## src/rtl/inst_fetch_pkg.sv

```systemverilog
// Shared definitions for the RV32 instruction fetch stage: bus widths,
// hold levels, NOP encoding and the queue/tracker entry layouts.
package inst_fetch_pkg;

    localparam int INST_ADDR_W = 32;
    localparam int INST_W      = 32;
    localparam int HOLD_FLAG_W = 3;

    localparam logic [INST_W-1:0]      NOP_INST_DEF = 32'h0000_0013;
    localparam logic [HOLD_FLAG_W-1:0] HOLD_PC      = 3'd1;
    localparam logic [HOLD_FLAG_W-1:0] HOLD_IF      = 3'd2;
    localparam logic                   JUMP_YES     = 1'b1;
    localparam logic                   RST_ACTIVE   = 1'b1;

    // Instruction waiting in the queue together with its fetch address.
    typedef struct packed {
        logic [INST_ADDR_W-1:0] addr;
        logic [INST_W-1:0]      inst;
    } fetch_entry_t;

    // Outstanding request: address it was issued for and the epoch at issue.
    typedef struct packed {
        logic [INST_ADDR_W-1:0] addr;
        logic                   epoch;
    } track_entry_t;

    // The IF/ID register may take a new instruction when the hold level
    // is below the IF freeze level.
    function automatic logic if_can_advance(input logic [HOLD_FLAG_W-1:0] hold);
        return (hold < HOLD_IF);
    endfunction

endpackage

```

## src/rtl/inst_fetch_if.sv

```systemverilog
// Instruction bus: req/gnt address phase, in-order rvalid response phase.
interface inst_fetch_if import inst_fetch_pkg::*; ();

    logic                   req;
    logic [INST_ADDR_W-1:0] addr;
    logic                   gnt;
    logic                   rvalid;
    logic [INST_W-1:0]      rdata;

    // Fetch unit side.
    modport master (
        output req,
        output addr,
        input  gnt,
        input  rvalid,
        input  rdata
    );

    // Memory side.
    modport slave (
        input  req,
        input  addr,
        output gnt,
        output rvalid,
        output rdata
    );

endinterface

```

## src/rtl/inst_fetch_fifo.sv

```systemverilog
// fetch_fifo: small synchronous FIFO with a single-cycle flush, used to queue
// returned instructions between the bus and the IF/ID register.
module fetch_fifo #(
    parameter int WIDTH = 64,
    parameter int DEPTH = 2
) (
    input  logic                         clk,
    input  logic                         rst,
    input  logic                         flush_i,
    input  logic                         push_i,
    input  logic [WIDTH-1:0]             data_i,
    input  logic                         pop_i,
    output logic [WIDTH-1:0]             data_o,
    output logic                         empty_o,
    output logic [$clog2(DEPTH):0]       count_o
);

    localparam int AW = $clog2(DEPTH);
    localparam int CW = AW + 1;

    logic [WIDTH-1:0] mem_q [DEPTH];
    logic [AW-1:0]    wr_ptr_q, wr_ptr_d;
    logic [AW-1:0]    rd_ptr_q, rd_ptr_d;
    logic [CW-1:0]    count_q, count_d;
    logic             full;
    logic             do_push;
    logic             do_pop;

    // Next-state for pointers and occupancy; flush wins over push/pop.
    always_comb begin
        full     = (count_q == CW'(DEPTH));
        do_pop   = pop_i && (count_q != '0);
        do_push  = push_i && (!full || do_pop);
        wr_ptr_d = wr_ptr_q;
        rd_ptr_d = rd_ptr_q;
        count_d  = count_q;
        if (flush_i) begin
            wr_ptr_d = '0;
            rd_ptr_d = '0;
            count_d  = '0;
        end else begin
            if (do_push) begin
                wr_ptr_d = wr_ptr_q + AW'(1);
            end
            if (do_pop) begin
                rd_ptr_d = rd_ptr_q + AW'(1);
            end
            count_d = count_q + CW'(do_push) - CW'(do_pop);
        end
    end

    // Control state register; only pointers and occupancy are reset.
    always_ff @(posedge clk) begin
        if (rst) begin
            wr_ptr_q <= '0;
            rd_ptr_q <= '0;
            count_q  <= '0;
        end else begin
            wr_ptr_q <= wr_ptr_d;
            rd_ptr_q <= rd_ptr_d;
            count_q  <= count_d;
        end
    end

    // Storage array; contents are don't-care until pushed.
    always_ff @(posedge clk) begin
        if (do_push && !flush_i) begin
            mem_q[wr_ptr_q] <= data_i;
        end
    end

    assign data_o  = mem_q[rd_ptr_q];
    assign empty_o = (count_q == '0);
    assign count_o = count_q;

endmodule

```

## src/rtl/inst_fetch.sv

```systemverilog
// inst_fetch: RV32 fetch stage. Issues PC fetches on the instruction bus,
// tracks outstanding requests with an epoch bit so that responses belonging
// to a pre-jump stream are discarded, queues returned instructions and
// presents one registered instruction to decode.
// Optional build macro FETCH_BYPASS_EN: a response may load the IF/ID
// register directly when the queue is empty, saving one cycle of latency.
module inst_fetch import inst_fetch_pkg::*; #(
    parameter int                DEPTH    = 2,
    parameter logic [INST_W-1:0] NOP_INST = NOP_INST_DEF
) (
    input  logic                   clk,
    input  logic                   rst,
    input  logic [INST_ADDR_W-1:0] pc_i,
    input  logic                   jump_flag_i,
    input  logic [HOLD_FLAG_W-1:0] hold_flag_i,
    inst_fetch_if.master           ibus,
    output logic                   inst_valid_o,
    output logic [INST_W-1:0]      inst_o,
    output logic [INST_ADDR_W-1:0] inst_addr_o,
    output logic                   fetch_stall_o
);

    localparam int AW = $clog2(DEPTH);
    localparam int CW = AW + 1;

    // Outstanding-request tracker (pointer-based circular array).
    track_entry_t  trk_q [DEPTH];
    logic [AW-1:0] trk_wr_q, trk_wr_d;
    logic [AW-1:0] trk_rd_q, trk_rd_d;
    logic [CW-1:0] outst_q, outst_d;
    logic          epoch_q, epoch_d;

    // IF/ID output register.
    logic                   valid_q, valid_d;
    logic [INST_W-1:0]      inst_q, inst_d;
    logic [INST_ADDR_W-1:0] addr_q, addr_d;

    // Queue interface.
    fetch_entry_t  q_wdata;
    fetch_entry_t  q_rdata;
    logic          q_push;
    logic          q_pop;
    logic          q_empty;
    logic [CW-1:0] q_count;

    logic          jump;
    logic          rst_act;
    logic [CW:0]   inflight;
    logic          req;
    logic          gnt_fire;
    logic          rsp_fire;
    logic          rsp_keep;
    logic          consume;
    logic          bypass;
    track_entry_t  trk_head;

    // Request issue, response classification and queue control.
    always_comb begin
        jump     = (jump_flag_i == JUMP_YES);
        rst_act  = (rst == RST_ACTIVE);
        inflight = {1'b0, outst_q} + {1'b0, q_count};
        req      = !rst_act && !jump && (inflight < (CW+1)'(DEPTH));
        gnt_fire = req && ibus.gnt;
        // A response with nothing outstanding cannot be matched; ignore it.
        rsp_fire = ibus.rvalid && (outst_q != '0);
        trk_head = trk_q[trk_rd_q];
        // Stale epoch or a response landing in the jump cycle is discarded.
        rsp_keep = rsp_fire && (trk_head.epoch == epoch_q) && !jump;
        consume  = !valid_q || if_can_advance(hold_flag_i);
`ifdef FETCH_BYPASS_EN
        bypass   = rsp_keep && q_empty && consume;
`else
        bypass   = 1'b0;
`endif
        q_push   = rsp_keep && !bypass;
        q_pop    = consume && !q_empty && !jump;
        q_wdata  = '{addr: trk_head.addr, inst: ibus.rdata};
    end

    // Tracker pointers, outstanding count and epoch next-state.
    always_comb begin
        trk_wr_d = trk_wr_q;
        trk_rd_d = trk_rd_q;
        epoch_d  = epoch_q;
        if (gnt_fire) begin
            trk_wr_d = trk_wr_q + AW'(1);
        end
        if (rsp_fire) begin
            trk_rd_d = trk_rd_q + AW'(1);
        end
        outst_d = outst_q + CW'(gnt_fire) - CW'(rsp_fire);
        if (jump) begin
            epoch_d = ~epoch_q;
        end
    end

    // IF/ID register next-state: jump clears, else load on empty/consume.
    always_comb begin
        valid_d = valid_q;
        inst_d  = inst_q;
        addr_d  = addr_q;
        if (jump) begin
            valid_d = 1'b0;
            inst_d  = NOP_INST;
        end else if (consume) begin
            if (!q_empty) begin
                valid_d = 1'b1;
                inst_d  = q_rdata.inst;
                addr_d  = q_rdata.addr;
            end else if (bypass) begin
                valid_d = 1'b1;
                inst_d  = ibus.rdata;
                addr_d  = trk_head.addr;
            end else begin
                valid_d = 1'b0;
                inst_d  = NOP_INST;
            end
        end
    end

    // Tracker control registers; reset drops every in-flight request.
    always_ff @(posedge clk) begin
        if (rst) begin
            trk_wr_q <= '0;
            trk_rd_q <= '0;
            outst_q  <= '0;
            epoch_q  <= 1'b0;
        end else begin
            trk_wr_q <= trk_wr_d;
            trk_rd_q <= trk_rd_d;
            outst_q  <= outst_d;
            epoch_q  <= epoch_d;
        end
    end

    // Tracker payload: address and epoch captured on each granted request.
    always_ff @(posedge clk) begin
        if (gnt_fire) begin
            trk_q[trk_wr_q] <= '{addr: pc_i, epoch: epoch_q};
        end
    end

    // IF/ID output register.
    always_ff @(posedge clk) begin
        if (rst) begin
            valid_q <= 1'b0;
            inst_q  <= NOP_INST;
            addr_q  <= '0;
        end else begin
            valid_q <= valid_d;
            inst_q  <= inst_d;
            addr_q  <= addr_d;
        end
    end

    fetch_fifo #(
        .WIDTH ($bits(fetch_entry_t)),
        .DEPTH (DEPTH)
    ) u_queue (
        .clk     (clk),
        .rst     (rst),
        .flush_i (jump),
        .push_i  (q_push),
        .data_i  (q_wdata),
        .pop_i   (q_pop),
        .data_o  (q_rdata),
        .empty_o (q_empty),
        .count_o (q_count)
    );

    assign ibus.req      = req;
    assign ibus.addr     = pc_i;
    assign fetch_stall_o = !gnt_fire;
    assign inst_valid_o  = valid_q;
    assign inst_o        = inst_q;
    assign inst_addr_o   = addr_q;

endmodule
```

## src/flat_wrapper.sv

```systemverilog
// flat-port wrapper written by rule: the top's interface ports become plain ports
module inst_fetch_flat import inst_fetch_pkg::*;
#(
    parameter int                DEPTH    = 2,
    parameter logic [INST_W-1:0] NOP_INST = NOP_INST_DEF
)
  (clk, rst, pc_i, jump_flag_i, hold_flag_i, inst_valid_o, inst_o, inst_addr_o, fetch_stall_o, ibus_req, ibus_addr, ibus_gnt, ibus_rvalid, ibus_rdata);
  inst_fetch_if ibus_i ();
  input  logic clk;
  input  logic rst;
  input  logic [INST_ADDR_W-1:0] pc_i;
  input  logic jump_flag_i;
  input  logic [HOLD_FLAG_W-1:0] hold_flag_i;
  output logic inst_valid_o;
  output logic [INST_W-1:0] inst_o;
  output logic [INST_ADDR_W-1:0] inst_addr_o;
  output logic fetch_stall_o;
  output wire logic [$bits(ibus_i.req)-1:0] ibus_req;
  output wire logic [$bits(ibus_i.addr)-1:0] ibus_addr;
  input wire logic [$bits(ibus_i.gnt)-1:0] ibus_gnt;
  input wire logic [$bits(ibus_i.rvalid)-1:0] ibus_rvalid;
  input wire logic [$bits(ibus_i.rdata)-1:0] ibus_rdata;
  assign ibus_req = ibus_i.req;
  assign ibus_addr = ibus_i.addr;
  assign ibus_i.gnt = ibus_gnt;
  assign ibus_i.rvalid = ibus_rvalid;
  assign ibus_i.rdata = ibus_rdata;
  inst_fetch #(.DEPTH(DEPTH), .NOP_INST(NOP_INST)) u_core (.clk(clk), .rst(rst), .pc_i(pc_i), .jump_flag_i(jump_flag_i), .hold_flag_i(hold_flag_i), .ibus(ibus_i), .inst_valid_o(inst_valid_o), .inst_o(inst_o), .inst_addr_o(inst_addr_o), .fetch_stall_o(fetch_stall_o));
endmodule
```

## config.mk

```make
export PLATFORM = sky130hd
export DESIGN_NAME = inst_fetch_flat
export DESIGN_NICKNAME = d
export VERILOG_FILES = /design/src/rtl/inst_fetch_pkg.sv /design/src/rtl/inst_fetch_if.sv /design/src/rtl/inst_fetch_fifo.sv /design/src/rtl/inst_fetch.sv /design/src/flat_wrapper.sv
export SDC_FILE = /design/constraint.sdc
export NUM_CORES = 1
export LEC_CHECK = 0
export BUFFER_PORTS_ARGS = -buffer_cell sky130_fd_sc_hd__clkbuf_2
export CAP_MARGIN = 20
export CORE_MARGIN = 2
export CORE_UTILIZATION = 60
export DETAILED_ROUTE_END_ITERATION = 8
export GPL_TIMING_DRIVEN = 0
export PLACE_DENSITY = 0.82
export SLEW_MARGIN = 10
export SYNTH_ARGS = -nofsm -noshare
export SYNTH_HDL_FRONTEND = slang
export SYNTH_SLANG_ARGS = --single-unit
```

## constraint.sdc

```tcl
create_clock -name clk -period 7.3 [get_ports clk]
set_clock_uncertainty 0.1 [all_clocks]
set_input_delay 0.365 -clock clk [delete_from_list [all_inputs] [get_ports clk]]
set_output_delay 0.365 -clock clk [all_outputs]
set_load 0.005 [all_outputs]
```

==> results of run 1 <==
-- worst max-delay path, delay by kind of cell, from the launching register on --
family          cells  cell delay (ns)
compound gates      4             0.58
flops               1             0.45
fa+ha+maj           1             0.21
buf+inv             2             0.59
simple gates        3             0.67
xor+xnor            1             0.24
-- sequential cells by signal (all words and copies together) (netlist names), named ones only --
name / count
u_core.u_queue.count_o: 2
u_core.trk_wr_q: 1
u_core.epoch_q: 1
u_core.outst_q: 2
u_core.trk_rd_q: 1
u_core.u_queue.rd_ptr_q: 1
u_core.u_queue.mem_q: 128
u_core.inst_addr_o: 32
u_core.u_queue.wr_ptr_q: 1
u_core.trk_q: 66
u_core.inst_o: 32
u_core.inst_valid_o: 1
-- routing by layer --
metal	vias to the layer above	GRT usage [%]	wire length, um
li1	2802	-	-
met1	2919	26.0	7730
met2	212	42.6	10500
met3	41	4.54	1260
met4	0	7.47	448
met5	-	0	0
-- final cells by class --
type,instances,area share (%)
buffer,65,3.05
clock buffer,37,5.65
clock inverter,11,0.605
timing repair buffer,238,13.1
tap,216,2.14
antenna,1,0.0198
multi-input combinational,276,17.1
sequential,270,58.2
inverter,6,0.179
-- layout by cell type (no fill, tap or decap), drive strengths merged, types with 3 or more instances in the layout --
cell           n
o2bb2ai        3
clkinv         9
edfxtp       194
dfxtp         76
buf           52
dlygate4sd3   64
mux2          61
clkbuf       224
ha             3
inv            6
mux2i         37
o21ai          4
xor2           5
nand2          7
a22oi         29
a211oi        32
xnor2          4
nor2          76
-- logic make-up (layout without fill, tap and decap cells) --
logic type	Yosys count	after routing	share of synthesized area [%]
adders and majority gates	4	4	0.582
muxes	98	98	10.8
DFF	270	270	74.3
and+or+nand+nor	92	92	3.84
AOI/OAI and AO/OA	73	73	5.49
buffers and inverters	71	357	4.13
other	0	1	0
xor gates and xnor gates	9	9	0.798
-- worst paths after layout --
path	slack, ns	depth (start not counted)	end	start
worst max-delay path	4.34	11	u_core.u_queue.count_o[1]	u_core.u_queue.count_o[1]
worst min-delay path	0.15	3	u_core.inst_o[0]	rst
worst max register to register	4.34	11	u_core.u_queue.count_o[1]	u_core.u_queue.count_o[1]
worst min register to register	0.40	2	u_core.inst_addr_o[12]	u_core.inst_addr_o[12]
-- where the power goes --
group          leakage [nW]  switching (mW)  internal, mW  total, mW
registers              2.37          0.0208          1.72       1.74
logic                  1.85           0.162         0.163      0.324
clock network         0.382           0.530         0.713       1.24
-- stage by stage --
| step | util [%] | cells | power (mW) |
|---|---|---|---|
| 6_report | 78.8 | 1120 | 3.31 |
| 2_1_floorplan | - | 617 | 1.96 |
| 3_5_place_dp | 69.9 | 1007 | 2.06 |
| 4_1_cts | 78.8 | 1119 | 3.32 |
| 5_1_grt | 78.8 | 1119 | 3.42 |
| 3_3_place_gp | 68.7 | 1001 | 2.03 |
==> impl_results.rst, run 1 <==
.. list-table::
   :header-rows: 1

   * - Metric
     - Value
   * - Outcome
     - finished, final reports clean
   * - CTS root buffer
     - clkbuf_16
   * - Count of filler cells inserted in the layout
     - 886
   * - Crit-path slowest cell
     - dfxtp_1
   * - Global-route wire length before repair
     - 31.7 mm
   * - Starting utilization of the core area
     - 61.8%
   * - Horizontal die dimension
     - 132 um
   * - DIE AREA
     - 17,500 um2
   * - Largest incremental delay on the critical path
     - 0.45 ns
   * - Class of the tightest hold or removal check
     - in2reg
   * - Leak pwr
     - 4.60 nW
   * - Via count of the first global-routing pass
     - 6,462
   * - Number of rows created at floorplan
     - 46
   * - Highest clock frequency the design can meet
     - 338 MHz
   * - Number of buffers on the longest clock path
     - 3
   * - Crit Path Category
     - reg2reg
   * - Primary flip-flop cell chosen by synthesis mapping
     - edfxtp_1
   * - Commonest cells in the synthesized netlist
     - edfxtp_1, dfxtp_1, nor2_1
   * - Proportion of register bits with asynchronous set or reset after synthesis
     - 0%
   * - Instance area after placement
     - 11,200 um2
   * - Top Ports
     - 171
   * - Overall die height
     - 132 um
   * - Area used by multi-input combinational logic
     - 2150 um2
   * - Final RePlAce weighted congestion
     - 0.802
   * - Maximum number of pins on one net before global-route repair
     - 34
   * - Total congestion overflow
     - 0
   * - CTS buffer count
     - 26
   * - Crit. End Element
     - flip-flop
   * - Post-Synthesis Cells
     - 617
   * - Maximum level of the CTS H-tree
     - 1
   * - Post-synthesis register bit count
     - 270
   * - Residual DRC
     - 0
   * - CTS hold repair buffers
     - 64
   * - Slew Limit Fails
     - 0
   * - Sink Count
     - 270
   * - Post-placement setup slack
     - 4.27 ns
   * - Number of vias after detailed routing
     - 5,974
   * - Power per cell area
     - 262 nW/um2
   * - Final nets
     - 959
   * - Final Routed Wirelength
     - 19.9 mm
   * - Post-detailed-route wirelength per cell
     - 17.8 um
   * - Sequential Area
     - 7350 um2
   * - Data arrival time of the worst path
     - 3.25 ns
   * - Synth Cell Area
     - 9880 um2
   * - Slew at the pin closest to its max-slew limit
     - 0.859 ns
   * - Number of resized instances in the post-cts repair step
     - 0
   * - Area growth from synthesis to layout
     - 27.6%
   * - Initial antenna violation count
     - 0
   * - Maximum net fanout on the critical path
     - 10
   * - First DRT Iteration DRCs
     - 291
   * - Warnings from Yosys
     - 0
   * - Fin crit period
     - 2.96 ns
   * - Unique masters post-synth
     - 34
   * - Sum of negative setup slack
     - 0 ns
   * - Later-pin clock latency in the skew report
     - 0.52 ns
   * - Unrepaired setup endpoints after global routing
     - no
   * - Count of max-cap constraint violations
     - 0
   * - Ratio of cells with drive above 1 in the final layout
     - 35.5%
   * - Slew Limit Headroom
     - 42.7%
   * - Cell chain of the critical path
     - nor2_1 -> nor3_2 -> buf_2 -> buf_2 -> o21ai_0 -> o21ai_0 -> ha_1 -> xor2_1 -> nor2_1 -> a32oi_1 -> o211ai_1
   * - Worst hold slack
     - 0.152 ns
   * - Overall routing resource usage
     - 22.7%
   * - CTS clock-pin slew for the worst setup and hold paths
     - 0.06 ns
   * - DRT antenna net count
     - 0
   * - Worst-case setup margin in the final layout
     - 4.34 ns
   * - Count of input and output buffers
     - 168
   * - HPWL Detailed
     - 12.6 mm
   * - Leading post-synthesis cells by cell area
     - edfxtp_1, dfxtp_1, mux2_2
   * - Post-synth top area cell
     - edfxtp_1
   * - Detail-routed via count per cell
     - 5.33
   * - CP startpoint kind
     - flip-flop
   * - First-pass detailed-route iteration total
     - 4
   * - Post-CTS Setup Bufs
     - 0
   * - Most repeated cell in the gate-level netlist after synthesis
     - edfxtp_1
   * - Required time of the critical path
     - 7.59 ns
   * - Final hold violations
     - 0
   * - Standard cell core area
     - 16,000 um2
   * - Fraction of the yosys area taken by sequential cells
     - 74.3%
   * - Worst vdd rail ir drop
     - 0.000227 V
   * - TritonCTS clock tree
     - done
   * - Setup-failing EPs final
     - 0
   * - Net Count, Synth
     - 693
   * - Post-synth EDFFs
     - 194
   * - Final Instance Area
     - 12,600 um2
   * - Average cell area after synthesis
     - 16.0 um2
   * - Share of the synthesized area in the top cell type
     - 58.9%
   * - Crit share post-route
     - 40.5%
No activity file was read; power rests on OpenSTA's default activity.
==> run 2: changes to the inputs <==
--- a/config.mk
+++ b/config.mk
@@ -5,13 +5,14 @@
 export SDC_FILE = /design/constraint.sdc
 export NUM_CORES = 1
 export LEC_CHECK = 0
+export ABC_AREA = 1
 export BUFFER_PORTS_ARGS = -buffer_cell sky130_fd_sc_hd__clkbuf_2
 export CAP_MARGIN = 20
 export CORE_MARGIN = 2
-export CORE_UTILIZATION = 60
+export CORE_UTILIZATION = 56
 export DETAILED_ROUTE_END_ITERATION = 8
 export GPL_TIMING_DRIVEN = 0
-export PLACE_DENSITY = 0.82
+export PLACE_DENSITY = 0.76
 export SLEW_MARGIN = 10
 export SYNTH_ARGS = -nofsm -noshare
 export SYNTH_HDL_FRONTEND = slang
==> constraint.sdc (replaced) <==
create_clock -name clk -period 2.85 [get_ports clk]
set_clock_uncertainty 0.1 [all_clocks]
set_input_delay 0.1425 -clock clk [delete_from_list [all_inputs] [get_ports clk]]
set_output_delay 0.1425 -clock clk [all_outputs]
set_load 0.005 [all_outputs]
==> run 2 against run 1 <==
Net effect: area after synthesis increased by 3.0%; first-iteration DRC count grew 3.1%; non-clock buffer count up 11; worst setup slack got worse by 4.1 ns; cell area grew 3.5%; sequential share of layout area is 2.0 points lower; routed wire length increased by 1.6%; critical path type unchanged; largest cell class unchanged; highest routed layer unchanged.
==> impl_results.rst, run 2 <==
.. list-table::
   :header-rows: 1

   * - Metric
     - Value
   * - Leak pwr
     - 4.96 nW
   * - Setup-failing EPs final
     - 0
   * - Worst-case setup margin in the final layout
     - 0.265 ns
   * - Area growth from synthesis to layout
     - 28.3%
   * - Final hold violations
     - 0
   * - Count of filler cells inserted in the layout
     - 1,179
   * - Share of the synthesized area in the top cell type
     - 57.2%
   * - Detail-routed via count per cell
     - 5.05
   * - Maximum net fanout on the critical path
     - 33
   * - Post-CTS Setup Bufs
     - 0
   * - Count of max-cap constraint violations
     - 0
   * - Sink Count
     - 270
   * - Primary flip-flop cell chosen by synthesis mapping
     - edfxtp_1
   * - R2R cell count
     - 8
   * - Setup slack of the most critical reg-to-reg path
     - 0.26 ns
   * - Register with the most flip-flops
     - u_core.u_queue.mem_q
   * - HPWL Detailed
     - 12.8 mm
   * - Average cell area after synthesis
     - 13.8 um2
   * - Net Count, Synth
     - 812
   * - Horizontal die dimension
     - 139 um
   * - Endpoint of the worst register-to-register path
     - u_core.trk_q[0][12]
   * - Count of input and output buffers
     - 169
   * - Top Ports
     - 171
   * - Leading post-synthesis cells by cell area
     - edfxtp_1, dfxtp_1, nand2_1
   * - Slew Limit Fails
     - 0
   * - Initial antenna violation count
     - 0
   * - Number of vias after detailed routing
     - 6,370
   * - Critical path destination
     - u_core.trk_q[0][12]
   * - Crit. End Element
     - flip-flop
   * - CP startpoint kind
     - flip-flop
   * - Unique masters post-synth
     - 29
   * - Proportion of register bits with asynchronous set or reset after synthesis
     - 0%
   * - Leading cell types in the layout, fill and taps excluded
     - edfxtp_1, nand2_1, clkbuf_2
   * - Standard cell core area
     - 17,900 um2
   * - Post-synth top area cell
     - edfxtp_1
   * - CTS clock-pin slew for the worst setup and hold paths
     - 0.06 ns
   * - First DRT Iteration DRCs
     - 300
   * - Source of the worst register-to-register timing path
     - u_core.u_queue.count_o[0]
   * - Post-synthesis register bit count
     - 270
   * - DRT antenna net count
     - 0
   * - Fraction of the yosys area taken by sequential cells
     - 72.2%
   * - Ant diodes
     - 0
   * - Leading registers by flop count
     - u_core.u_queue.mem_q x128, u_core.trk_q x66
   * - Overall die height
     - 139 um
   * - DIE AREA
     - 19,300 um2
   * - Class of the tightest hold or removal check
     - in2reg
   * - Number of buffers on the longest clock path
     - 3
   * - Power per cell area
     - 682 nW/um2
   * - Most frequent standard cell in the layout excluding fill and tap cells
     - edfxtp_1
   * - Maximum number of pins on one net before global-route repair
     - 53
   * - Slew Limit Headroom
     - 45.5%
   * - Warnings from Yosys
     - 0
   * - Total congestion overflow
     - 0
   * - Post-synth EDFFs
     - 194
   * - Max reg flops
     - 128
   * - Synth Cell Area
     - 10,200 um2
   * - CTS root buffer
     - clkbuf_16
   * - CTS buffer count
     - 27
   * - Final RePlAce weighted congestion
     - 0.746
   * - Highest clock frequency the design can meet
     - 387 MHz
   * - Fin crit period
     - 2.59 ns
   * - Later-pin clock latency in the skew report
     - 0.52 ns
   * - Outcome
     - finished, final reports clean
   * - First-pass detailed-route iteration total
     - 4
   * - Number of rows created at floorplan
     - 49
   * - Crit Path Category
     - reg2reg
   * - Post-detailed-route wirelength per cell
     - 16.0 um
   * - Ratio of cells with drive above 1 in the final layout
     - 33.9%
   * - Global-route wire length before repair
     - 32.6 mm
   * - Overall routing resource usage
     - 21.0%
   * - Worst hold path startpoint
     - hold_flag_i[2]
   * - Post-Synthesis Cells
     - 736
   * - Most repeated cell in the gate-level netlist after synthesis
     - edfxtp_1
   * - Area used by multi-input combinational logic
     - 2340 um2
   * - TritonCTS clock tree
     - done
   * - Required time of the critical path
     - 2.89 ns
   * - Share of the core filled with cells in the final layout
     - 72.9%
   * - Commonest cells in the synthesized netlist
     - edfxtp_1, nand2_1, dfxtp_1
   * - Sequential Area
     - 7350 um2
   * - Worst vdd rail ir drop
     - 0.000575 V
   * - Startpoint of the most critical setup path
     - u_core.u_queue.count_o[0]
   * - Unrepaired setup endpoints after global routing
     - no
   * - Via count of the first global-routing pass
     - 6,548
   * - Maximum level of the CTS H-tree
     - 1
   * - Residual DRC
     - 0
   * - Final Routed Wirelength
     - 20.2 mm
   * - Post-placement setup slack
     - 0.237 ns
   * - Data arrival time of the worst path
     - 2.62 ns
   * - Final nets
     - 1,089
   * - Crit share post-route
     - 90.7%
   * - Starting utilization of the core area
     - 56.8%
   * - CTS hold repair buffers
     - 72
   * - Slew at the pin closest to its max-slew limit
     - 0.817 ns
   * - Number of resized instances in the post-cts repair step
     - 0
[run 2: changes by cell type after synthesis, sizes merged, moves of 8 or more]
cell	before	now
mux2	61	32
inv	6	20
a21oi	1	36
nand2	7	180
nor2	76	47
buf	46	54
a22oi	29	0
[run 2: logic make-up (layout without fill, tap and decap cells)]
group           count (synthesis)  count (layout)  synth area share (%)
compound gates                 73              73                  6.00
xor+xnor                        2               2                 0.172
fa+ha+maj                       4               4                 0.566
buf+inv                        86             383                  5.14
flops                         270             270                  72.2
mux                            64              64                  6.69
simple gates                  237             237                  9.23
[run 2: stage by stage]
stage / cell area (um2) / instances / power (mW) / setup TNS (ns) / hold slack, ns
floorplan: 10200 / 736 / 5.18 / -1.97 / 0.141
global placement: 11300 / 1134 / 5.45 / -134.91 / 0.232
detailed placement: 11500 / 1141 / 5.51 / 0 / 0.237
CTS: 13100 / 1262 / 8.98 / 0 / 0.168
global route: 13100 / 1262 / 9.27 / 0 / 0.220
finish: 13100 / 1262 / 8.91 / 0 / 0.181
[run 2: worst min path at each step]
stage,endpoint,depth (start not counted)
floorplan,u_core.trk_q[0][10],0
global placement,u_core.u_queue.mem_q[0][16],1
detailed placement,u_core.u_queue.mem_q[1][8],1
CTS,u_core.inst_addr_o[1],7
global route,u_core.u_queue.count_o[0],8
finish,u_core.inst_addr_o[1],7
[run 2: cell type report]
class / count / area share (%)
Buffer: 66 / 3.48
Timing Repair Buffer: 248 / 13.0
Sequential cell: 270 / 56.3
Clock buffer: 38 / 5.57
Multi-Input combinational cell: 380 / 17.9
Clock inverter: 11 / 0.987
Tap cell: 229 / 2.19
Inverter: 20 / 0.613
[run 2: power breakdown]
| part | leakage [nW] | switching [mW] | internal [mW] |
|---|---|---|---|
| Sequential | 2.37 | 0.0585 | 4.46 |
| Combinational | 2.18 | 0.578 | 0.404 |
| Clock | 0.415 | 1.37 | 2.04 |
| Total | 4.96 | 2.00 | 6.91 |
[run 2: metal layers]
metal	GRT usage, %	vias up	wire length, um
li1	-	3101	-
met3	4.07	22	1300
met1	25.6	3048	8240
met5	0	-	0
met2	38.8	199	10400
met4	4.63	0	255
[run 2: critical path: stages (launching register included)]
cell and delay [ns]:
dfxtp_1 0.41, nand2_1 0.07, inv_1 0.06, fa_1 0.44, nor3_4 0.23, nand2_2 0.12, inv_2 0.07, nand2_1 0.07
inv_2 0.60
==> run 3: changes to the inputs <==
--- a/config.mk
+++ b/config.mk
@@ -6,14 +6,15 @@
 export NUM_CORES = 1
 export LEC_CHECK = 0
 export ABC_AREA = 1
-export BUFFER_PORTS_ARGS = -buffer_cell sky130_fd_sc_hd__clkbuf_2
+export BUFFER_PORTS_ARGS = -buffer_cell sky130_fd_sc_hd__buf_2
 export CAP_MARGIN = 20
 export CORE_MARGIN = 2
-export CORE_UTILIZATION = 56
+export CORE_UTILIZATION = 57
 export DETAILED_ROUTE_END_ITERATION = 8
 export GPL_TIMING_DRIVEN = 0
-export PLACE_DENSITY = 0.76
+export PLACE_DENSITY = 0.77
 export SLEW_MARGIN = 10
 export SYNTH_ARGS = -nofsm -noshare
 export SYNTH_HDL_FRONTEND = slang
+export SYNTH_HIERARCHICAL = 1
 export SYNTH_SLANG_ARGS = --single-unit
==> run 3 against run 2 <==
Net effect: sequential share of layout area down 3.5 points; area after synthesis up 7.8%; global-route usage rose by 1.6 points; routed wire length increased by 15%; total power down 0.96%; critical endpoint is now u_core/u_queue/mem_q[1][47].
==> impl_results.rst, run 3 <==
.. list-table::
   :header-rows: 1

   * - Metric
     - Value
   * - Leading post-synthesis cells by cell area
     - edfxtp_1, dfxtp_1, mux2_4
   * - Outcome
     - finished, final reports clean
   * - TritonCTS clock tree
     - done
   * - Cells on Worst Hold Path
     - 6
   * - Power per cell area
     - 634 nW/um2
   * - Setup-failing EPs final
     - 0
   * - Overall routing resource usage
     - 22.6%
   * - Synth Cell Area
     - 11,000 um2
   * - Main combinational cell family by area after synthesis
     - simple AND/OR/NAND/NOR gates
   * - DIE AREA
     - 20,400 um2
   * - Leading cell types in the layout, fill and taps excluded
     - edfxtp_1, buf_2, nand2_1
   * - Final Routed Wirelength
     - 23.3 mm
   * - Post-Synthesis Cells
     - 903
   * - Number of buffers on the longest clock path
     - 3
   * - Commonest cells in the synthesized netlist
     - edfxtp_1, nand2_1, nor2_1
   * - Sequential Area
     - 7350 um2
   * - Initial antenna violation count
     - 0
   * - CTS buffer count
     - 28
   * - Count of max-cap constraint violations
     - 0
   * - Average cell area after synthesis
     - 12.1 um2
   * - Crit Path Category
     - reg2reg
   * - Worst-case setup margin in the final layout
     - 0.169 ns
   * - Maximum number of pins on one net before global-route repair
     - 34
   * - Standard cell core area
     - 18,800 um2
   * - CTS clock-pin slew for the worst setup and hold paths
     - 0.06 ns
   * - First-pass detailed-route iteration total
     - 5
   * - Crit. End Element
     - flip-flop
   * - Area growth from synthesis to layout
     - 26.9%
   * - Clk pwr share
     - 39.5%
   * - Sum of negative setup slack
     - 0 ns
   * - Warnings from Yosys
     - 6
   * - Sequential share of power
     - 50.4%
   * - Slew Limit Fails
     - 0
   * - Fraction of the yosys area taken by sequential cells
     - 67.0%
   * - Proportion of register bits with asynchronous set or reset after synthesis
     - 0%
   * - Setup slack of the most critical reg-to-reg path
     - 0.17 ns
   * - Final RePlAce weighted congestion
     - 0.792
   * - Detail-routed via count per cell
     - 5.08
   * - Slew Limit Headroom
     - 44.7%
   * - R2R cell count
     - 9
   * - Share of the core filled with cells in the final layout
     - 74.2%
   * - Highest clock frequency the design can meet
     - 373 MHz
   * - Net Count, Synth
     - 980
   * - Final hold violations
     - 0
   * - Most frequent standard cell in the layout excluding fill and tap cells
     - edfxtp_1
   * - Most repeated cell in the gate-level netlist after synthesis
     - edfxtp_1
   * - Switching power share of the total
     - 22.8%
   * - Final nets
     - 1,255
   * - Post-synthesis simple-gate area fraction
     - 12.6%
   * - Register with the most flip-flops
     - u_core/u_queue/mem_q
   * - CP startpoint kind
     - flip-flop
   * - Slew at the pin closest to its max-slew limit
     - 0.828 ns
   * - Unique masters post-synth
     - 28
   * - Hold-critical path endpoint
     - u_core/inst_o[28]
   * - DRT antenna net count
     - 0
   * - Number of rows created at floorplan
     - 50
   * - Post-detailed-route wirelength per cell
     - 16.2 um
   * - Primary flip-flop cell chosen by synthesis mapping
     - edfxtp_1
   * - Leading registers by flop count
     - u_core/u_queue/mem_q x128, u_core/trk_q x66
   * - Count of input and output buffers
     - 169
   * - Starting utilization of the core area
     - 58.4%
   * - First DRT Iteration DRCs
     - 379
   * - Global-route wire length before repair
     - 35.9 mm
   * - Horizontal die dimension
     - 143 um
   * - Internal Pwr Total
     - 6.81 mW
   * - Required time of the critical path
     - 2.97 ns
   * - Post-synthesis register bit count
     - 270
   * - Leak pwr
     - 5.80 nW
   * - Crit share post-route
     - 94.1%
   * - Overall die height
     - 143 um
   * - Top Ports
     - 171
   * - Post-synth top area cell
     - edfxtp_1
   * - Adder and majority gate portion of the synthesized area
     - 0.639%
   * - Via count of the first global-routing pass
     - 7,197
   * - Data arrival time of the worst path
     - 2.80 ns
   * - Worst vdd rail ir drop
     - 0.000586 V
   * - Maximum level of the CTS H-tree
     - 1
   * - Mux share of post-synthesis cell area
     - 8.63%
   * - Number of resized instances in the post-cts repair step
     - 0
   * - Ratio of cells with drive above 1 in the final layout
     - 30.3%
   * - Worst hold path startpoint
     - hold_flag_i[1]
   * - Post-placement setup slack
     - 0.0222 ns
   * - Sink Count
     - 270
   * - Power spent charging and discharging nets
     - 2.01 mW
   * - Area used by multi-input combinational logic
     - 2810 um2
   * - Max reg flops
     - 128
   * - Power share of the combinational group
     - 10.1%
   * - Number of vias after detailed routing
     - 7,279
   * - Post-synth EDFFs
     - 194
   * - Endpoint of the worst register-to-register path
     - u_core/u_queue/mem_q[1][47]
   * - Total congestion overflow
     - 0
   * - Share of the synthesized area in compound gates (AO/OA/AOI/OAI)
     - 3.30%
   * - Ant diodes
     - 0
   * - Parity-gate share of the synthesized area counting xor and xnor cells
     - 0.0799%
   * - Residual DRC
     - 0
   * - HPWL Detailed
     - 15.1 mm
   * - Maximum net fanout on the critical path
     - 27
   * - Unrepaired setup endpoints after global routing
     - no
   * - Fin crit period
     - 2.68 ns
   * - Count of filler cells inserted in the layout
     - 1,215
   * - Share of the synthesized area in the top cell type
     - 53.1%
   * - Class of the tightest hold or removal check
     - in2reg
   * - Later-pin clock latency in the skew report
     - 0.53 ns
   * - CTS root buffer
     - clkbuf_16
run 3: changes by cell type after synthesis, sizes merged, moves of 3 or more:
cell    previous run  this run
nand3              4        69
inv               20        76
nor2              47        81
a211oi            32         0
mux2              32        64
mux2i             32         0
a21oi             36        66
buf               54        62
clkbuf            12        16
o22ai              3         0
run 3: worst max path at each step:
stage                                          from                           to  depth (start not counted)
after floorplan           u_core/u_queue/count_o[1]   u_core/u_queue/mem_q[0][0]                          8
after global placement               hold_flag_i[1]  u_core/u_queue/mem_q[0][50]                          9
after detailed placement             hold_flag_i[1]  u_core/u_queue/mem_q[0][49]                         11
after CTS                                 flip-flop  u_core/u_queue/mem_q[0][49]                         10
after global routing            u_core/inst_valid_o  u_core/u_queue/mem_q[1][47]                          9
final                                     flip-flop  u_core/u_queue/mem_q[1][47]                          9
run 3: worst max-delay path, stage by stage, from the launching register on:
cell and delay [ns]:
dfxtp_1 0.30, clkbuf_2 0.19, inv_1 0.23, nand2_1 0.11
nand2_1 0.07, nand2_1 0.06, a21oi_2 0.19, nand3_1 0.16
nor2_4 0.66, buf_12 0.29
run 3: what timing repair did:
item	4_1_cts	5_1_grt
setup endpoints to repair	0	32
endpoints found under the hold margin	145	0
buffers inserted	0	1
hold buffers	68	0
run 3: final cells by class:
class	instances	share of cell area [%]
clock buffer	39	5.77
multi-input combinational	478	20.2
clock inverter	13	0.656
inverter	77	2.08
buffer	78	4.18
sequential	270	52.8
timing repair buffer	245	12.2
tap	234	2.10
run 3: cell families after synthesis:
kind of cell             after synthesis
AO/OA/AOI/OAI                         71
XOR/XNOR                               1
adder cells (fa/ha/maj)                5
buffers and inverters                155
AND/OR/NAND/NOR                      337
multiplexers                          64
flip-flops                           270
run 3: per-layer routing:
metal | part of all wire (%) | routed length [um] | global-route usage (%) | vias to the layer above
met4 | 1.6 | 380 | 6.62 | 0
met2 | 52 | 12100 | 41.6 | 274
li1 | - | - | - | 3565
met1 | 39 | 9120 | 26.7 | 3410
met3 | 7.3 | 1690 | 4.63 | 30
met5 | 0 | 0 | 0 | -
run 3: metrics by stage:
step / instances / power (mW) / hold WS, ns / area, um2
floorplan: 903 / 5.02 / 0.110 / 11000
global placement: 1306 / 5.27 / 0.230 / 12200
detailed placement: 1313 / 5.33 / 0.234 / 12300
CTS: 1433 / 8.88 / 0.0587 / 13900
global route: 1434 / 9.17 / 0.0979 / 13900
finish: 1434 / 8.82 / 0.0756 / 13900
run 3: power groups by stage:
stage | Combinational, mW | Clock (mW) | Sequential [mW]
floorplan | 0.494 | 0 | 4.52
global placement | 0.740 | 0 | 4.53
detailed placement | 0.798 | 0 | 4.53
CTS | 0.887 | 3.55 | 4.45
global route | 0.997 | 3.72 | 4.45
finish | 0.891 | 3.48 | 4.45
